===== src/rtl/if_stage_if.sv =====
// if_stage_if: instruction-memory request/response bus between the fetch stage and imem
interface if_stage_if #(parameter int ADDR_WIDTH = 64) ();
  logic                  ImemReq;
  logic [ADDR_WIDTH-1:0] ImemAddr;
  logic [31:0]           ImemRdata;
  logic                  ImemValid;
  modport master (output ImemReq, ImemAddr, input ImemRdata, ImemValid);
  modport slave (input ImemReq, ImemAddr, output ImemRdata, ImemValid);
endinterface


===== src/rtl/if_stage.sv =====
// if_stage: LEGv8 fetch stage with one outstanding imem request, skid buffer and branch flush
module if_stage #(
  parameter int                    ADDR_WIDTH = 64,
  parameter logic [ADDR_WIDTH-1:0] RESET_PC   = '0,
  parameter int                    PC_INC     = 4
) (
  input  logic                  clk,
  input  logic                  rst_n,
  if_stage_if.master            imem,
  input  logic                  Stall,
  input  logic                  BranchTaken,
  input  logic [ADDR_WIDTH-1:0] BranchTarget,
  output logic [31:0]           Instr,
  output logic [ADDR_WIDTH-1:0] PCOut,
  output logic [10:0]           Opcode,
  output logic                  IfValid
);
  typedef enum logic [2:0] {IDLE, REQ, WAIT, FULL, DROP} state_t;
  state_t                state;
  logic                  req;
  logic [ADDR_WIDTH-1:0] pc;
  logic [31:0]           skid_instr;
  logic [ADDR_WIDTH-1:0] skid_pc;
  logic                  drop;
  assign imem.ImemReq  = req;
  assign imem.ImemAddr = req ? pc : '0;
  assign Opcode        = IfValid ? Instr[31:21] : 11'b0;
  // a redirect must wait out a response that is already in flight
  assign drop = state == REQ || ((state == WAIT || state == DROP) && !imem.ImemValid);
  always_ff @(posedge clk or negedge rst_n)
    if (!rst_n) begin
      state      <= IDLE;
      req        <= 1'b0;
      pc         <= RESET_PC;
      Instr      <= '0;
      PCOut      <= '0;
      IfValid    <= 1'b0;
      skid_instr <= '0;
      skid_pc    <= '0;
    end else begin
      req <= 1'b0;
      if (IfValid && !Stall) IfValid <= 1'b0;
      if (BranchTaken) begin
        pc      <= BranchTarget & ~ADDR_WIDTH'(3);
        IfValid <= 1'b0;
        state   <= drop ? DROP : REQ;
        req     <= !drop;
      end else case (state)
        IDLE: begin
          state <= REQ;
          req   <= 1'b1;
        end
        REQ: state <= WAIT;
        WAIT: if (imem.ImemValid) begin
          pc <= pc + ADDR_WIDTH'(PC_INC);
          if (IfValid && Stall) begin
            skid_instr <= imem.ImemRdata;
            skid_pc    <= pc;
            state      <= FULL;
          end else begin
            Instr   <= imem.ImemRdata;
            PCOut   <= pc;
            IfValid <= 1'b1;
            state   <= REQ;
            req     <= 1'b1;
          end
        end
        FULL: if (!Stall) begin
          Instr   <= skid_instr;
          PCOut   <= skid_pc;
          IfValid <= 1'b1;
          state   <= REQ;
          req     <= 1'b1;
        end
        DROP: if (imem.ImemValid) begin
          state <= REQ;
          req   <= 1'b1;
        end
        default: state <= IDLE;
      endcase
    end
endmodule

===== src/flat_wrapper.sv =====
// flat-port wrapper written by rule: the top's interface ports become plain ports
module if_stage_flat 
#(
  parameter int                    ADDR_WIDTH = 64,
  parameter logic [ADDR_WIDTH-1:0] RESET_PC   = '0,
  parameter int                    PC_INC     = 4
)
  (clk, rst_n, Stall, BranchTaken, BranchTarget, Instr, PCOut, Opcode, IfValid, imem_ImemReq, imem_ImemAddr, imem_ImemRdata, imem_ImemValid);
  if_stage_if #(.ADDR_WIDTH(ADDR_WIDTH)) imem_i ();
  input  logic clk;
  input  logic rst_n;
  input  logic Stall;
  input  logic BranchTaken;
  input  logic [ADDR_WIDTH-1:0] BranchTarget;
  output logic [31:0] Instr;
  output logic [ADDR_WIDTH-1:0] PCOut;
  output logic [10:0] Opcode;
  output logic IfValid;
  output wire logic [$bits(imem_i.ImemReq)-1:0] imem_ImemReq;
  output wire logic [$bits(imem_i.ImemAddr)-1:0] imem_ImemAddr;
  input wire logic [$bits(imem_i.ImemRdata)-1:0] imem_ImemRdata;
  input wire logic [$bits(imem_i.ImemValid)-1:0] imem_ImemValid;
  assign imem_ImemReq = imem_i.ImemReq;
  assign imem_ImemAddr = imem_i.ImemAddr;
  assign imem_i.ImemRdata = imem_ImemRdata;
  assign imem_i.ImemValid = imem_ImemValid;
  if_stage #(.ADDR_WIDTH(ADDR_WIDTH), .RESET_PC(RESET_PC), .PC_INC(PC_INC)) u_core (.clk(clk), .rst_n(rst_n), .imem(imem_i), .Stall(Stall), .BranchTaken(BranchTaken), .BranchTarget(BranchTarget), .Instr(Instr), .PCOut(PCOut), .Opcode(Opcode), .IfValid(IfValid));
endmodule

===== config.mk =====
export PLATFORM = sky130hd
export DESIGN_NAME = if_stage_flat
export DESIGN_NICKNAME = d
export VERILOG_FILES = /design/src/rtl/if_stage_if.sv /design/src/rtl/if_stage.sv /design/src/flat_wrapper.sv
export SDC_FILE = /design/constraint.sdc
export NUM_CORES = 1
export LEC_CHECK = 0
export ABC_AREA = 1
export BUFFER_PORTS_ARGS = -buffer_cell sky130_fd_sc_hd__buf_4
export CORE_MARGIN = 2
export CORE_UTILIZATION = 60
export CTS_CLUSTER_DIAMETER = 80
export DETAILED_ROUTE_END_ITERATION = 10
export PLACE_DENSITY = 0.88
export SLEW_MARGIN = 20
export SYNTH_ARGS = -nofsm -noshare
export SYNTH_HDL_FRONTEND = slang
export SYNTH_SLANG_ARGS = --single-unit

===== constraint.sdc =====
create_clock -name clk -period 3.93 [get_ports clk]
set_input_delay 0.786 -clock clk [delete_from_list [all_inputs] [get_ports clk]]
set_output_delay 0.786 -clock clk [all_outputs]
set_load 0.05 [all_outputs]

==> metrics.cfg, run 1 <==
[clock_tree]
cts-htree-levels = 1
cts_buffers = 27
cts_tree = done
clkTransAtPathRegs_ns = 0.06
clk_latency_ns = 0.54
cts_sinks = 255
post-cts-setup-buffers = 0
hold_buffers = 0
clockBufferDepth = 3
clock-root-buffer = clkbuf_16
post_cts_resized = 0

[worst_setup_path]
start_kind = flop
cp.arrival_ns = 1.95
r2r_start = u_core.state[1]$_DFFE_PN0P_
crit_required_ns = 3.14
crit_type = reg2out
critPathLaunch = u_core.imem.ImemReq$_DFF_PN0_
end_kind = output pin
worstPathMaxFanout = 63

[synth]
ys_seq_elements = 255
synth_compound_area_share_pct = 11.7
synth-xor-area-share_pct = 0.196
synthMostInstantiatedCell = nand2_1
synthSimpleGateAreaFrac_pct = 29.4
async_reset_ff_share_pct = 100
synthTopCellsByCount = nand2_1 (651), nor2_1 (270), dfrtp_1 (255)
synth_edf_count = 0
synth_top_area_share_pct = 47.6
ys_seq_area_share_pct = 47.6
synthFlopType = dfrtp_1
synthAdderAreaFrac_pct = 0.0934
synth_area_leaders = dfrtp_1 (48%), nand2_1 (18%), nor2_1 (7.6%), inv_1 (5.5%), o21ai_0 (4.5%)
yosysWarnings = 0
ys_types = 30
syn_avg_cell_area_sq_um = 7.16
synth_mux_area_share_pct = 2.27
synth_top_family_by_area = simple AND/OR/NAND/NOR gates
synth_top_area_cell = dfrtp_1
netlist_area_sq_um = 13400
synth_cells = 1871

[timing]
slew_headroom_pct = 37.1
slew_violations = 0
rsz0062_at_grt = no
min_period_over_period_pct = 69.6
whs_ns = 0.263
worstMarginPinSlew_ns = 0.943
setup_viol = 0
finClkSkew_ns = 0.0135
tns_ns = 0
fin_crit_ns = 2.74
fin_ws_ns = 1.19
finalHoldViolCount = 0
fmax_mhz = 365

[floorplan]
initial_core_util_pct = 61.2
die_w_um = 153
die_h_um = 153
placementRows = 54
core_area_sq_um = 21900
io_pins = 274
dieArea_sq_um = 23600

[place]
hpwl_mm = 29.3
place_area_sq_um = 15600
place_ws_ns = 1.06
port-buffer-count = 267
gp_congestion = 1.00

[cells_and_area]
fin_nets = 2197
area_growth_pct = 23.7
final_layout_size_suffix_gt1_share_pct = 17.4
design_area_sq_um = 16600
nFillCells = 1636
antenna_cells = 0

[drt]
routed_wl_mm = 42.2
routedWlPerCell_um = 17.6
drc = 0
drtIter0Drc = 1165
ant_nets = 0
vias = 13600
drt_pass1_iterations = 6
viasPerCell = 5.67

[global_route]
gr-usage-all-layers_pct = 35.5
grt_pass1_vias = 13200
antenna_found_initial = 0
grt_first_pass_wirelength_mm = 68.2
overflow = 0
grt_max_degree = 107

[power]
vdd_drop_max_v = 0.000483
power.density_nw_per_um2 = 771
p_leak_nw = 8.60
fin_total_pwr_mw = 12.8

[min_path]
hold_path.class = in2async

[run_status]
outcome = finished, final reports clean

[flow_run]
max_cap_viol_count = 0

-- metrics by stage --
step | util (%) | std cells
6_report | 75.7 | 2395
3_5_place_dp | 71.3 | 2346
5_1_grt | 75.7 | 2395
3_3_place_gp | 71.3 | 2346
4_1_cts | 75.7 | 2395
2_1_floorplan | - | 1874
-- layout make-up --
| type | count | area, sq um | share of cell area, % |
|---|---|---|---|
| Sequential cell | 255 | 6380 | 38.5 |
| Clock inverter | 12 | 168 | 1.01 |
| Clock buffer | 37 | 783 | 4.73 |
| Inverter | 202 | 758 | 4.57 |
| Tap cell | 280 | 350 | 2.11 |
| Timing Repair Buffer | 285 | 2240 | 13.5 |
| Multi-Input combinational cell | 1324 | 5890 | 35.5 |
-- report_power, final --
group          switching [mW]  internal [mW]
Sequential              0.723           3.33
Clock                    1.08           1.65
Combinational            4.30           1.70
Total                    6.10           6.68
-- logic make-up (layout without fill, tap and decap cells) --
kind of cell,after synthesis,count (layout)
and+or+nand+nor,1014,1014
buffers and inverters,295,536
AOI/OAI and AO/OA,275,275
DFF,255,255
muxes,27,27
xor gates and xnor gates,3,3
adders and majority gates,1,1
other,1,4
-- state kept, by name, summed over array words and instances (netlist names) --
signal / cells
u_core.imem.ImemReq: 1
u_core.pc: 62
u_core.state: 3
u_core.PCOut: 62
u_core.skid_pc: 62
u_core.Instr: 32
u_core.skid_instr: 32
u_core.IfValid: 1
-- placed cells by master, fill, tap and decap left out, drive strengths merged, types with 5 or more instances in the layout --
master	synthesis	routed
buf	29	285
o21ai	121	121
o22ai	9	9
nand2	651	651
a211oi	5	5
nor2	272	272
a21oi	36	36
o211ai	16	16
nand3	79	79
clkbuf	64	37
mux2	27	27
nand4	9	9
clkinv	1	8
a31oi	85	85
dfrtp	255	255
inv	201	202
-- layer usage --
metal	vias up	global-route usage, %	share of wire (%)	wire, um
li1	6357	-	-	-
met1	6398	46.1	39	16500
met2	694	60.6	48	20400
met3	130	5.30	8.5	3580
met4	0	13.5	4.2	1790
met5	-	0	0	0
-- critical path, stage by stage, from the launching register on --
cell and delay (ns):
dfrtp_4 0.91, nand2_1 0.18, inv_1 0.11, buf_4 0.20
-- worst paths after layout --
kind                                                     end  slack, ns  depth (start not counted)
min                              u_core.PCOut[6]$_DFFE_PN0P_       0.26                          1
min reg2reg                   u_core.skid_pc[54]$_DFFE_PN0P_       0.49                          2
min in group clk                   u_core.pc[58]$_DFFE_PN0P_       0.47                          3
max                                        imem_ImemAddr[38]       1.19                          3
max reg2reg                     u_core.PCOut[13]$_DFFE_PN0P_       1.21                          9
max in group asynchronous  u_core.skid_instr[31]$_DFFE_PN0P_       2.78                          2
Power figures use the tool's default switching activity.
==> inputs of run 2 (changes only) <==
--- a/config.mk
+++ b/config.mk
@@ -5,13 +5,13 @@
 export SDC_FILE = /design/constraint.sdc
 export NUM_CORES = 1
 export LEC_CHECK = 0
-export ABC_AREA = 1
+export ABC_AREA = 0
 export BUFFER_PORTS_ARGS = -buffer_cell sky130_fd_sc_hd__buf_4
 export CORE_MARGIN = 2
-export CORE_UTILIZATION = 60
+export CORE_UTILIZATION = 55
 export CTS_CLUSTER_DIAMETER = 80
 export DETAILED_ROUTE_END_ITERATION = 10
-export PLACE_DENSITY = 0.88
+export PLACE_DENSITY = 0.83
 export SLEW_MARGIN = 20
 export SYNTH_ARGS = -nofsm -noshare
 export SYNTH_HDL_FRONTEND = slang
==> constraint.sdc (replaced) <==
create_clock -name clk -period 2.8 [get_ports clk]
set_input_delay 0.56 -clock clk [delete_from_list [all_inputs] [get_ports clk]]
set_output_delay 0.56 -clock clk [all_outputs]
set_load 0.05 [all_outputs]
==> run 2 against run 1 <==
  * Sequential power is 30% higher
  * Wire length is 21% lower
  * Combinational power is 29% higher
  * Critical path depth is 3 higher
  * Largest cell class unchanged
  * Area after synthesis is 5.9% lower
  * Clock skew is 0.0021 ns higher
==> metrics.cfg, run 2 <==
[run_status]
outcome = finished, final reports clean

[worst_setup_path]
worstPathMaxFanout = 16  ; -75%
end_kind = flop
start_kind = flop
crit_type = reg2reg
critPathLaunch = u_core.state[2]$_DFFE_PN0P_
r2r_start = u_core.state[2]$_DFFE_PN0P_
crit_required_ns = 3.26  ; +0.12 ns
cp.arrival_ns = 3.05  ; +1.10 ns

[synth]
synth_compound_area_share_pct = 4.09  ; -7.6 points
synth-xor-area-share_pct = 2.64  ; +2.4 points
syn_avg_cell_area_sq_um = 11.7  ; +63%
async_reset_ff_share_pct = 100  ; unchanged
synthSimpleGateAreaFrac_pct = 13.9  ; -16 points
synth_top_area_cell = dfrtp_1
synth_cells = 1080  ; -42%
yosysWarnings = 0  ; unchanged
synth_top_area_share_pct = 50.6  ; +3.0 points
synth_top_family_by_area = multiplexers
synthFlopType = dfrtp_1
ys_seq_area_share_pct = 50.6  ; +3.0 points
synth_mux_area_share_pct = 25.8  ; +23 points
synthAdderAreaFrac_pct = 0.0992  ; +0.0059 points
synthMostInstantiatedCell = mux2_2
ys_seq_elements = 255  ; unchanged
synthTopCellsByCount = mux2_2 (284), dfrtp_1 (255), nand2_1 (76)
synth_area_leaders = dfrtp_1 (51%), mux2_2 (25%), and2_1 (3.7%), nand2_1 (2.3%), clkbuf_1 (2.0%)
synth_edf_count = 0  ; unchanged
ys_types = 51  ; +70%
netlist_area_sq_um = 12600  ; -5.9%

[timing]
finalHoldViolCount = 0  ; unchanged
setup_viol = 0  ; unchanged
min_period_over_period_pct = 92.6
slew_headroom_pct = 58.6  ; +21 points
whs_ns = 0.229  ; -0.0341 ns
fmax_mhz = 386
rsz0062_at_grt = no
tns_ns = 0  ; unchanged
finClkSkew_ns = 0.0156  ; +0.00207 ns
slew_violations = 0  ; unchanged
worstMarginPinSlew_ns = 0.622  ; -0.322 ns
fin_ws_ns = 0.207  ; -0.987 ns
fin_crit_ns = 2.59

[cells_and_area]
multi_input_area_sq_um = 5880  ; -0.13%
mostFrequentLayoutCells = buf_4 (314), mux2_2 (284), dfrtp_1 (254), nand2_1 (75), and2_1 (74)
seq_area_sq_um = 6380  ; about the same
fin_cells = 1661  ; -31%
layout.cells.most_common = buf_4
nFillCells = 1576  ; -3.7%
area_growth_pct = 28.8
fin_nets = 1457  ; -34%
antenna_cells = 0  ; unchanged
largest_registers = u_core.PCOut (62), u_core.pc (62), u_core.skid_pc (62)
final_layout_size_suffix_gt1_share_pct = 48.6  ; +31 points

[drt]
drtIter0Drc = 666  ; -43%
routed_wl_mm = 33.4  ; -21%
drc = 0  ; unchanged
ant_nets = 0  ; unchanged
viasPerCell = 5.79  ; +2.1%
routedWlPerCell_um = 20.1  ; +14%
drt_pass1_iterations = 4  ; -2
vias = 9613  ; -29%

[floorplan]
die_w_um = 155  ; +1.3%
core_area_sq_um = 22600  ; +3.1%
dieArea_sq_um = 24200  ; +2.6%
initial_core_util_pct = 55.9  ; -5.4 points
die_h_um = 155  ; +1.3%
io_pins = 274  ; unchanged
placementRows = 55  ; +1.9%

[clock_tree]
cts_sinks = 255  ; unchanged
clk_latency_ns = 0.54  ; about the same
clkTransAtPathRegs_ns = 0.06  ; about the same
clock-root-buffer = clkbuf_16
clockBufferDepth = 3  ; unchanged
cts-htree-levels = 1  ; unchanged
post_cts_resized = 0  ; unchanged
cts_tree = done
cts_buffers = 28  ; +3.7%

[min_path]
hold_path.class = in2reg
worstHoldStart = BranchTarget[15]

[power]
vdd_drop_max_v = 0.000779  ; +61%
power.density_nw_per_um2 = 1050  ; +36%
fin_total_pwr_mw = 17.0  ; +33%
p_leak_nw = 7.61  ; -11%

[global_route]
use_met1_pct = 35.8  ; -10 points
grt_max_degree = 96  ; -10%
use_met3_pct = 6.30  ; +0.99 points
overflow = 0  ; unchanged
grt_first_pass_wirelength_mm = 52.4  ; -23%
grt.busiest_layer = met2
grt.met2_usage_pct = 45.7  ; -15 points
grt_pass1_vias = 9708  ; -26%
gr-usage-all-layers_pct = 27.1  ; -8.4 points
antenna_found_initial = 0  ; unchanged

[place]
dp.cells = 1606  ; -32%
gp_congestion = 0.869  ; -13%
port-buffer-count = 267  ; unchanged
hpwl_mm = 22.9  ; -22%
place_ws_ns = 0.0981  ; -0.962 ns

[flow_run]
max_cap_viol_count = 0  ; unchanged

[run 2: changes by cell type after synthesis, moves of 29 or more]
cell     before  now
a21oi_1      35    6
a31oi_1      85   12
and2_1        0   74
mux2_2       27  284
inv_1       198    6
nand3_1      79   27
nor2_1      270   27
nand2_1     651   76
o21ai_0     121   46
[run 2: power by group]
part	internal [mW]	switching [mW]
Combinational	2.71	5.02
Sequential	4.58	0.688
Clock	2.54	1.50
Total	9.84	7.21
[run 2: area by class of cell]
class | instances | share of cell area [%]
timing repair buffer | 325 | 15.8
sequential | 255 | 39.3
tap | 285 | 2.20
multi-input combinational | 738 | 36.2
inverter | 7 | 0.162
clock inverter | 16 | 1.46
clock buffer | 35 | 4.85
[run 2: path summary, 6_finish.rpt]
path | end | slack, ns | depth (start not counted)
hold reg to reg | u_core.skid_instr[27]$_DFFE_PN0P_ | 0.50 | 1
setup reg to reg | u_core.pc[47]$_DFFE_PN0P_ | 0.21 | 6
max in group asynchronous | u_core.PCOut[43]$_DFFE_PN0P_ | 1.51 | 3
min in group asynchronous | u_core.skid_pc[48]$_DFFE_PN0P_ | 0.57 | 2
hold / removal | u_core.pc[15]$_DFFE_PN0P_ | 0.23 | 3
setup / recovery | u_core.pc[47]$_DFFE_PN0P_ | 0.21 | 6
[run 2: metrics by stage]
stage	utilization, %	instance area, sq um
floorplan	-	12600
global placement	67.3	15200
detailed placement	67.3	15200
CTS	71.8	16200
global route	71.9	16200
finish	71.9	16200
[run 2: timing repair]
item,CTS,global route
buffers inserted,0,3
endpoints found under the hold margin,45,0
setup endpoints to repair,0,4
hold buffers,1,0
[run 2: logic make-up (layout without fill, tap and decap cells)]
kind of cell	Yosys count	after routing
adders and majority gates	1	1
xor gates and xnor gates	38	38
buffers and inverters	90	383
other	1	4
DFF	255	255
and+or+nand+nor	320	320
muxes	289	289
AOI/OAI and AO/OA	86	86
[run 2: worst max-delay path: stages (launching register included)]
cell,delay (ns)
dfrtp_1,0.44
nand4bb_1,0.23
buf_4,0.22
nor4_1,0.48
nand4_1,0.34
or4b_2,0.69
nand3_1,0.11
[run 2: per-layer routing]
metal,part of all wire (%),wire length (um),vias to the layer above
li1,-,-,4407
met1,40,13400,4784
met2,50,16600,371
met3,8.1,2720,51
met4,2.1,689,0
met5,0,0,-
